===== src/rtl/ccg_harness_pkg.sv =====
// Shared types and constants for the response-compaction harness.
// Optional compare feature is enabled in the top with `define CCG_RESP_CMP_EN.
package ccg_harness_pkg;

    typedef enum logic [1:0] {
        IDLE = 2'd0,
        LOAD = 2'd1,
        RUN  = 2'd2,
        DONE = 2'd3
    } ccg_state_t;

    // x^10 + x^3 + 1
    localparam logic [9:0] CCG_DEF_POLY   = 10'h009;
    localparam int         CCG_MAX_SETTLE = 15;

endpackage


===== src/rtl/ccg_misr.sv =====
// Multiple-input signature register: shift left, feed back the MSB through
// the tap mask, then xor in the parallel response word.
module ccg_misr #(
    parameter int               WIDTH = 10,
    parameter logic [WIDTH-1:0] POLY  = 10'h009
) (
    input  logic             clk,
    input  logic             rst_n,
    input  logic             clr,
    input  logic [WIDTH-1:0] seed,
    input  logic             en,
    input  logic [WIDTH-1:0] d,
    output logic [WIDTH-1:0] sig
);

    logic [WIDTH-1:0] sig_next;

    // next signature for one fold of d
    always_comb begin
        sig_next = {sig[WIDTH-2:0], 1'b0} ^ (sig[WIDTH-1] ? POLY : '0) ^ d;
    end

    // fold register: seed tracks a constant, so the async load is a fixed value
    always_ff @(posedge clk or negedge rst_n) begin
        if (!rst_n) begin
            sig <= seed;
        end else if (clr) begin
            sig <= seed;
        end else if (en) begin
            sig <= sig_next;
        end
    end

endmodule


===== src/rtl/ccg_resp_compactor.sv =====
// Walks every input pattern of a combinational circuit under test and folds
// each response into a MISR signature.
// Optional macro CCG_RESP_CMP_EN adds golden_i / pass_o signature compare.
//
//   state | meaning
//   IDLE  | waiting for start, signature held
//   LOAD  | one cycle: signature <= SEED, pattern and hold counter cleared
//   RUN   | hold each pattern SETTLE_CYC+1 cycles, fold on the last one
//   DONE  | one cycle done pulse, signature final
module ccg_resp_compactor
    import ccg_harness_pkg::*;
#(
    parameter int               N_IN       = 3,
    parameter int               N_OUT      = 10,
    parameter logic [N_OUT-1:0] MISR_POLY  = CCG_DEF_POLY,
    parameter logic [N_OUT-1:0] SEED       = '0,
    parameter int               SETTLE_CYC = 0
) (
    input  logic             clk,
    input  logic             rst_n,
    input  logic             start,
    output logic [N_IN-1:0]  x_o,
    input  logic [N_OUT-1:0] f_i,
    output logic             busy,
    output logic             done,
    output logic [N_OUT-1:0] sig_o
`ifdef CCG_RESP_CMP_EN
    ,
    input  logic [N_OUT-1:0] golden_i,
    output logic             pass_o
`endif
);

    // hold counter is 4 bits, so out-of-range settings saturate
    localparam int              SETTLE_EFF = (SETTLE_CYC > CCG_MAX_SETTLE) ? CCG_MAX_SETTLE : SETTLE_CYC;
    localparam logic [3:0]      HOLD_LAST  = 4'(SETTLE_EFF);
    localparam logic [N_IN-1:0] X_LAST     = '1;

    ccg_state_t state;
    logic [3:0] hold;
    logic       misr_clr;
    logic       misr_en;
    logic       last_fold;

    // fold strobe on the last hold cycle of each pattern; seed load in LOAD
    always_comb begin
        misr_clr  = (state == LOAD);
        misr_en   = (state == RUN) && (hold == HOLD_LAST);
        last_fold = misr_en && (x_o == X_LAST);
    end

    ccg_misr #(
        .WIDTH (N_OUT),
        .POLY  (MISR_POLY)
    ) u_misr (
        .clk   (clk),
        .rst_n (rst_n),
        .clr   (misr_clr),
        .seed  (SEED),
        .en    (misr_en),
        .d     (f_i),
        .sig   (sig_o)
    );

    // sequencer: state, pattern counter, hold counter and registered flags
    always_ff @(posedge clk or negedge rst_n) begin
        if (!rst_n) begin
            state <= IDLE;
            x_o   <= '0;
            hold  <= '0;
            busy  <= 1'b0;
            done  <= 1'b0;
        end else begin
            case (state)
                IDLE: begin
                    done <= 1'b0;
                    if (start) begin
                        state <= LOAD;
                        busy  <= 1'b1;
                    end
                end
                LOAD: begin
                    x_o   <= '0;
                    hold  <= '0;
                    state <= RUN;
                end
                RUN: begin
                    if (hold == HOLD_LAST) begin
                        hold <= '0;
                        x_o  <= x_o + 1'b1;
                        if (x_o == X_LAST) begin
                            state <= DONE;
                            busy  <= 1'b0;
                            done  <= 1'b1;
                        end
                    end else begin
                        hold <= hold + 1'b1;
                    end
                end
                DONE: begin
                    done  <= 1'b0;
                    state <= IDLE;
                end
                default: begin
                    state <= IDLE;
                    busy  <= 1'b0;
                    done  <= 1'b0;
                end
            endcase
        end
    end

`ifdef CCG_RESP_CMP_EN
    logic [N_OUT-1:0] sig_final;

    // value the signature takes on the last fold, so pass_o lines up with done
    always_comb begin
        sig_final = {sig_o[N_OUT-2:0], 1'b0} ^ (sig_o[N_OUT-1] ? MISR_POLY : '0) ^ f_i;
    end

    // verdict latched entering DONE, cleared when the next run is accepted
    always_ff @(posedge clk or negedge rst_n) begin
        if (!rst_n) begin
            pass_o <= 1'b0;
        end else if (state == IDLE && start) begin
            pass_o <= 1'b0;
        end else if (last_fold) begin
            pass_o <= (sig_final == golden_i);
        end
    end
`endif

endmodule


===== config.mk =====
export PLATFORM = sky130hd
export DESIGN_NAME = ccg_resp_compactor
export DESIGN_NICKNAME = d
export VERILOG_FILES = /design/src/rtl/ccg_harness_pkg.sv /design/src/rtl/ccg_misr.sv /design/src/rtl/ccg_resp_compactor.sv
export SDC_FILE = /design/constraint.sdc
export NUM_CORES = 1
export LEC_CHECK = 0
export ABC_CLOCK_PERIOD_IN_PS = 2900
export BUFFER_PORTS_ARGS = -buffer_cell sky130_fd_sc_hd__buf_2
export CAP_MARGIN = 20
export CORE_UTILIZATION = 40
export DETAILED_ROUTE_END_ITERATION = 10
export PLACE_DENSITY = 0.73
export SYNTH_ARGS = -nofsm -noshare
export SYNTH_HDL_FRONTEND = slang
export SYNTH_SLANG_ARGS = --single-unit
export TNS_END_PERCENT = 50

===== constraint.sdc =====
create_clock -name clk -period 2.9 [get_ports clk]
set_input_delay 0.145 -clock clk [delete_from_list [all_inputs] [get_ports clk]]
set_output_delay 0.145 -clock clk [all_outputs]
set_load 0.1 [all_outputs]

==> impl_summary.md, run 1 <==
Yosys
The synthesized flop and latch total is 21. In the synthesized netlist, the number of instances is 103. The share of the synthesized area in compound gates (AO/OA/AOI/OAI) is 0.164.

Of the post-synthesis cell area, the part taken by muxes is 0.0511. The area share of fa/ha/maj cells after synthesis is 0.0835. After synthesis the cells add up to ~1200 µm². The simple-gate share of the synthesized area is 0.121. The warning count from the yosys run is 0.

The post-synthesis share of cell area spent on xor and xnor gates is 0.0929. The sequential area share after synthesis is 0.438. In this run, synthesis inferred 0 flip-flops with an integrated enable. After synthesis, the largest family of logic cells by area is compound AO/OA/AOI/OAI gates. The dominant synthesized flop cell is dfrtp_1. Counting flops with an async set or reset pin after synthesis yields a share of 1.00.

The net count after synthesis is between 100 and 150. After synthesis, the mean cell area works out to about 12 µm². The number of library cell types mapped by synthesis is 31.

Die
The count of boundary I/O pins is 28. The overall die area is approximately 3200 µm². The die boundary width is 56.7 µm. The total area inside the core boundary comes to 2810 µm².

The overall die height is roughly 57 µm. The number of cell rows is 19. For this configuration, the core starts out at a cell density of 0.427.

Route
The number of DRC markers after the initial detailed-route iteration is 30. The residual DRC count is 10. The pre-antenna-repair detailed-routing pass consisted of 7 iterations. Across all layers, the routed design uses approximately 840 vias.

The number of vias per cell after detailed routing is approximately 5.2. After detailed routing, the average wire length per cell comes to 13.1 µm. Summed over all layers, the routed wires come to ~2.1 mm.

In this run the remaining antenna-violating nets after routing total 0.

Layout
In the final layout, the share of cells above drive strength 1 is 0.321. From synthesis to final layout, the design area changed by 14.2%. The count of inserted antenna diode cells is 0.

The net total in the final layout is about 150. The final core utilization is 0.488.

Timing
Setup total negative slack on the finished layout was measured at 0 ps. Setup repair after global routing left no endpoint under its margin. Setup violations remaining at the end of the flow were counted as 0. Measured against its own limit, the worst slew margin works out to 0.459. The worst setup skew after layout is 4.02 ps. The shortest period the worst path allows is between 2000 and 2500 ps. Derived from the worst setup path, the maximum achievable clock frequency is between 400 and 500 MHz.

The final-report hold violation count was 0. At the pin with the least slew margin, the transition time is 812 ps. The final critical-path share of the clock period is 0.699.

The final-report max-slew violation count is 0.

Setup path
The startpoint kind of the worst setup timing path is a flip-flop. The required time of the critical path is ~3100 ps. STA classifies the critical path endpoint as a flip-flop. The top fanout value on the critical path is 19. The worst register-to-register path has a setup slack of about 870 ps.

The critical path class is reg -> reg. For the worst setup path, the data arrival time is 2250 ps.

Clock network
Counting every sink on the clock net gives 21. The number of clock buffers added by TritonCTS is 3. The maximum clock path buffer count is 2. The tree is rooted in a clkbuf_4. The CTS tree is built.

The post-CTS clock slew at the launch and capture registers of the worst setup and hold paths is ~110 ps. The later pin in the worst-skew pair is clocked with a latency of 310 ps. Buffers added to address setup during post-CTS repair amount to 0. In this run the number of H-tree levels came out at 1. After clock tree synthesis, the repair step resized 0 gates.

GRT
The initial antenna violation count is 0. The total congestion overflow is 0. The first global-routing pass estimated 3.63 mm of wire.

Across every metal layer, demand over resource in global routing totals 0.151. The number of global-route vias before repair is ~810. Entering global routing, the biggest net connects 22 pins.

Placement
At the end of routability-driven placement, the weighted congestion stood at 0.743. Buffers placed on the I/O ports in this run total 27. Detailed placement ended at an HPWL of roughly 1.6 mm.

Run
Across the run, the number of max-cap violations was 0.

Outcome
The final reports fail on design-rule violations. The flow ran to the end, but the final reports show violations.

Hold path
The tightest min-delay check is of the in -> reg type.
[cell usage after synthesis (all sizes together), types with 3 or more instances]
master / number / share of area
buf: 3 / 0.030
o21ai: 6 / 0.025
inv: 5 / 0.016
mux2i: 5 / 0.042
nand2: 4 / 0.013
dfrtp: 21 / 0.44
nor2: 12 / 0.040
a211oi: 9 / 0.094
ha: 8 / 0.084
xnor2: 10 / 0.073
[cell type report]
type                       count  area (µm²)
tap                           31        38.8
fill                         257        1440
multi-input combinational     73         614
clock buffer                   4        26.3
sequential                    21         526
timing repair buffer          28         145
inverter                       5        18.8
[per-layer routing]
layer / GRT usage / share of wire
met1: 0.186 / 0.46
met2: 0.235 / 0.45
met3: 0.0553 / 0.076
met4: 0.0697 / 0.016
met5: 0 / 0
[worst max-delay path, stage by stage, from the launching register on]
cell      delay [ps]
dfrtp_1          420
inv_1             80
ha_1             300
and4bb_1         780
nor2_1           110
a211oi_2         240
[per-stage QoR]
stage               std cells  hold slack, ps  setup WS (ps)  area, µm²
floorplan                 103            -151            746       1200
global placement          157             122            963       1330
detailed placement        157             126            890       1330
CTS                       162             131            854       1370
global route              162             140            737       1370
finish                    162             144            874       1370
[sequential cells by signal, indices dropped and copies added, names as in the netlist]
register,cells
busy,1
done,1
hold,4
state,2
u_misr.sig,10
x_o,3
[cell families (layout without fill, tap and decap cells)]
kind of cell / Yosys count / in the layout
AO/OA/AOI/OAI: 22 / 22
XOR/XNOR: 11 / 11
adder cells (fa/ha/maj): 8 / 8
buffers and inverters: 9 / 37
flip-flops: 21 / 21
multiplexers: 6 / 6
AND/OR/NAND/NOR: 26 / 26
[timing repair]
action / in CTS / in global routing
endpoints found under the setup margin: 0 / 0
hold buffers: 1 / 0
endpoints found under the hold margin: 21 / 0
[placed cells by master (no fill, tap or decap), types with 2 or more instances in the layout]
master / Yosys / routed
xnor2_1: 10 / 10
nand2b_1: 2 / 2
clkbuf_4: 0 / 3
a211oi_2: 9 / 9
ha_1: 8 / 8
o21ai_0: 5 / 5
a21oi_1: 2 / 2
dfrtp_1: 21 / 21
buf_2: 1 / 27
inv_1: 5 / 5
nor2_1: 11 / 11
o2bb2ai_1: 2 / 2
mux2i_1: 5 / 5
nand2_1: 4 / 4
[final timing paths]
check / endpoint / start / cells after the start
min in group asynchronous: done / rst_n / 2
min: u_misr.sig[9] / f_i[9] / 3
max in group asynchronous: u_misr.sig[2] / rst_n / 2
min reg2reg: state[1] / state[1] / 1
max reg2reg: u_misr.sig[1] / state[0] / 5
max: u_misr.sig[1] / state[0] / 5
Power of run 1 is left out: the tool's default activity adds up to more than one toggle a clock period on the data nets, which glitch-free logic cannot reach.
==> run 2: changes to the inputs <==
- ABC_CLOCK_PERIOD_IN_PS: 2900 -> 1700
- PLACE_DENSITY: 0.73 -> 0.76
- clock period: 2.9 -> 1.7 ns (I/O delays scaled with it)
==> impl_summary.md, run 2 (same netlist as run 1, synthesis figures left out) <==
Route
The first routing iteration left 48 violations. The residual DRC count is 10. The number of vias per cell after detailed routing is ~5.3.

The pre-antenna-repair detailed-routing pass consisted of 7 iterations. The number of vias in the routed layout is slightly below 900. The per-cell routed wire length is about 13 µm. The remaining antenna violation count is 0. The wire length after detailed routing is around 2.2 mm.

Timing
The actual transition at the worst max-transition pin is 491 ps. The achievable frequency is ~620 MHz. The final count of negative-setup-slack endpoints is 0. The shortest period the worst path allows is 1610 ps. Of the available clock period, the critical path in the final layout requires 0.945.

Setup repair after global routing left no endpoint under its margin. The final-report max-slew violation count is 0. Hold is met by between 80 and 90 ps. The worst max-slew margin expressed relative to the limit is 0.675. The final-report hold violation count is 0. The worst setup skew after layout is roughly 3.2 ps.

Setup path
At the worst endpoint, the required time is 1900 ps. In this run the worst setup path begins at hold[0]. The top fanout value on the critical path is 4. Counting cells, the worst reg-to-reg path comes to 5. STA classifies the critical path endpoint as a flip-flop. The kind of cell with the highest combined delay on the critical path is simple AND/OR/NAND/NOR gates. In this run the number of cells on the critical path is 5. The worst flop-to-flop path endpoint is done. The longest individual stage delay on the worst path is ~430 ps. The signal on the critical path passes through inv_1, ha_1, nor4bb_1, nor2_1, a221o_1. The most critical setup path has its endpoint at done. STA classifies the critical path startpoint as a flip-flop. The number of buffers and inverters on the critical path is 1. The slowest stage of the critical path is the dfrtp_1 cell. Data on the critical path arrives at its endpoint at 1810 ps. The beginning of the worst register-to-register path is hold[0].

The critical path class is reg -> reg. The minimum setup slack among reg-to-reg paths is 90 ps.

Clock network
The number of gates given a new drive strength after cts is 0. In this run, CTS created clock tree buffers numbering 3. TritonCTS built the clock tree.

Clock latency on the worst-skew pair, taken at its later pin, is about 300 ps. Counting along the longest clock path gives a buffer depth of 2. The tree is rooted in a clkbuf_4. The H-tree level count is 1.

The tree built by TritonCTS fans out to 21 sinks. The post-CTS clock slew at the launch and capture registers of the worst setup and hold paths is about 120 ps.

Die
The number of cell rows is 19. 28 I/O pins were placed. The overall die area is 3220 µm².

The standard cell core area is between 2000 and 3000 µm². The die is ~57 µm wide. The overall die height is ~57 µm.

For this configuration, the core starts out at a cell density of 0.427.

Layout
The net count of the finished layout is 156. The flip-flop count of the largest register after layout is 10. The final core utilization is 0.508.

In the final layout, the registers with the most flip-flops are u_misr.sig: 10 flops, hold: 4 flops, x_o: 3 flops. In the final layout, the share of cells above drive strength 1 is 0.373. Counting flops per register, the top entry is u_misr.sig. In the layout the commonest cells are buf_2 (27), dfrtp_1 (17), nor2_1 (11). The most common cell after layout, fill and taps aside is buf_2.

The area growth from synthesis to final layout is 19.0%. The final cell count without fillers is approximately 170. The fill cell total of the finished layout is approximately 250.

The repair_antennas step left the layout with diodes totalling 0.

Placement
The count of buffers added on input and output ports is 27. At the end of routability-driven placement, the weighted congestion stood at roughly 0.74. The HPWL after detailed placement is 1.64 mm. In this run, placement finished with an instance count of 160.

GRT
The initial antenna violation count is 0. The number of global-route vias before repair came to 873. The first global-routing pass estimated 3.75 mm of wire. The overall track demand over capacity in global routing is 0.148.

Entering global routing, the biggest net connects 22 pins. The total congestion overflow is 0.

Outcome
The checks that failed: design-rule violations. The flow ran to the end, but the final reports show violations.

Run
The number of maximum-capacitance violations is 0.

Hold path
The path class of the tightest hold or removal check is in -> reg.
-- run 2: worst reg2reg max path, stage by stage (launching register included) --
cell and delay [ps]:
dfrtp_1 430, inv_1 100, ha_1 220, nor4bb_1 400, nor2_1 100, a221o_1 260
-- run 2: worst min-delay path by stage --
stage / end / startpoint / depth (start not counted)
3_5_place_dp: u_misr.sig[7] / rst_n / 1
5_1_grt: u_misr.sig[9] / f_i[9] / 3
2_1_floorplan: busy / rst_n / 0
6_report: u_misr.sig[9] / f_i[9] / 3
3_3_place_gp: u_misr.sig[7] / rst_n / 1
4_1_cts: u_misr.sig[9] / f_i[9] / 3
-- run 2: final cells by class --
class                      instances  area, µm²  share of cell area
clock buffer                       4       26.3              0.0184
tap                               31       38.8              0.0272
inverter                           5       18.8              0.0132
timing repair buffer              31        180               0.126
multi-input combinational         73        627               0.439
sequential                        21        536               0.375
-- run 2: timing repair --
| action | in CTS | in global routing |
|---|---|---|
| buffers inserted | 0 | 0 |
| hold endpoints to repair | 21 | 0 |
| hold buffers | 1 | 0 |
-- run 2: routing by layer --
metal | wire length (µm) | GRT usage | vias to the layer above
li1 | - | - | 423
met1 | 1020 | 0.197 | 412
met2 | 996 | 0.240 | 38
met3 | 168 | 0.0484 | 2
met4 | 3 | 0.0209 | 0
met5 | 0 | 0 | -
-- run 2: metrics by stage --
stage | cell area (µm²) | setup TNS, ps | setup slack [ps]
floorplan | 1220 | -11.9 | -11.9
global placement | 1390 | 0 | 180
detailed placement | 1390 | 0 | 129
CTS | 1430 | 0 | 111
global route | 1430 | 0 | 7.84
finish | 1430 | 0 | 94.2
Power of run 2 is left out for the same reason.
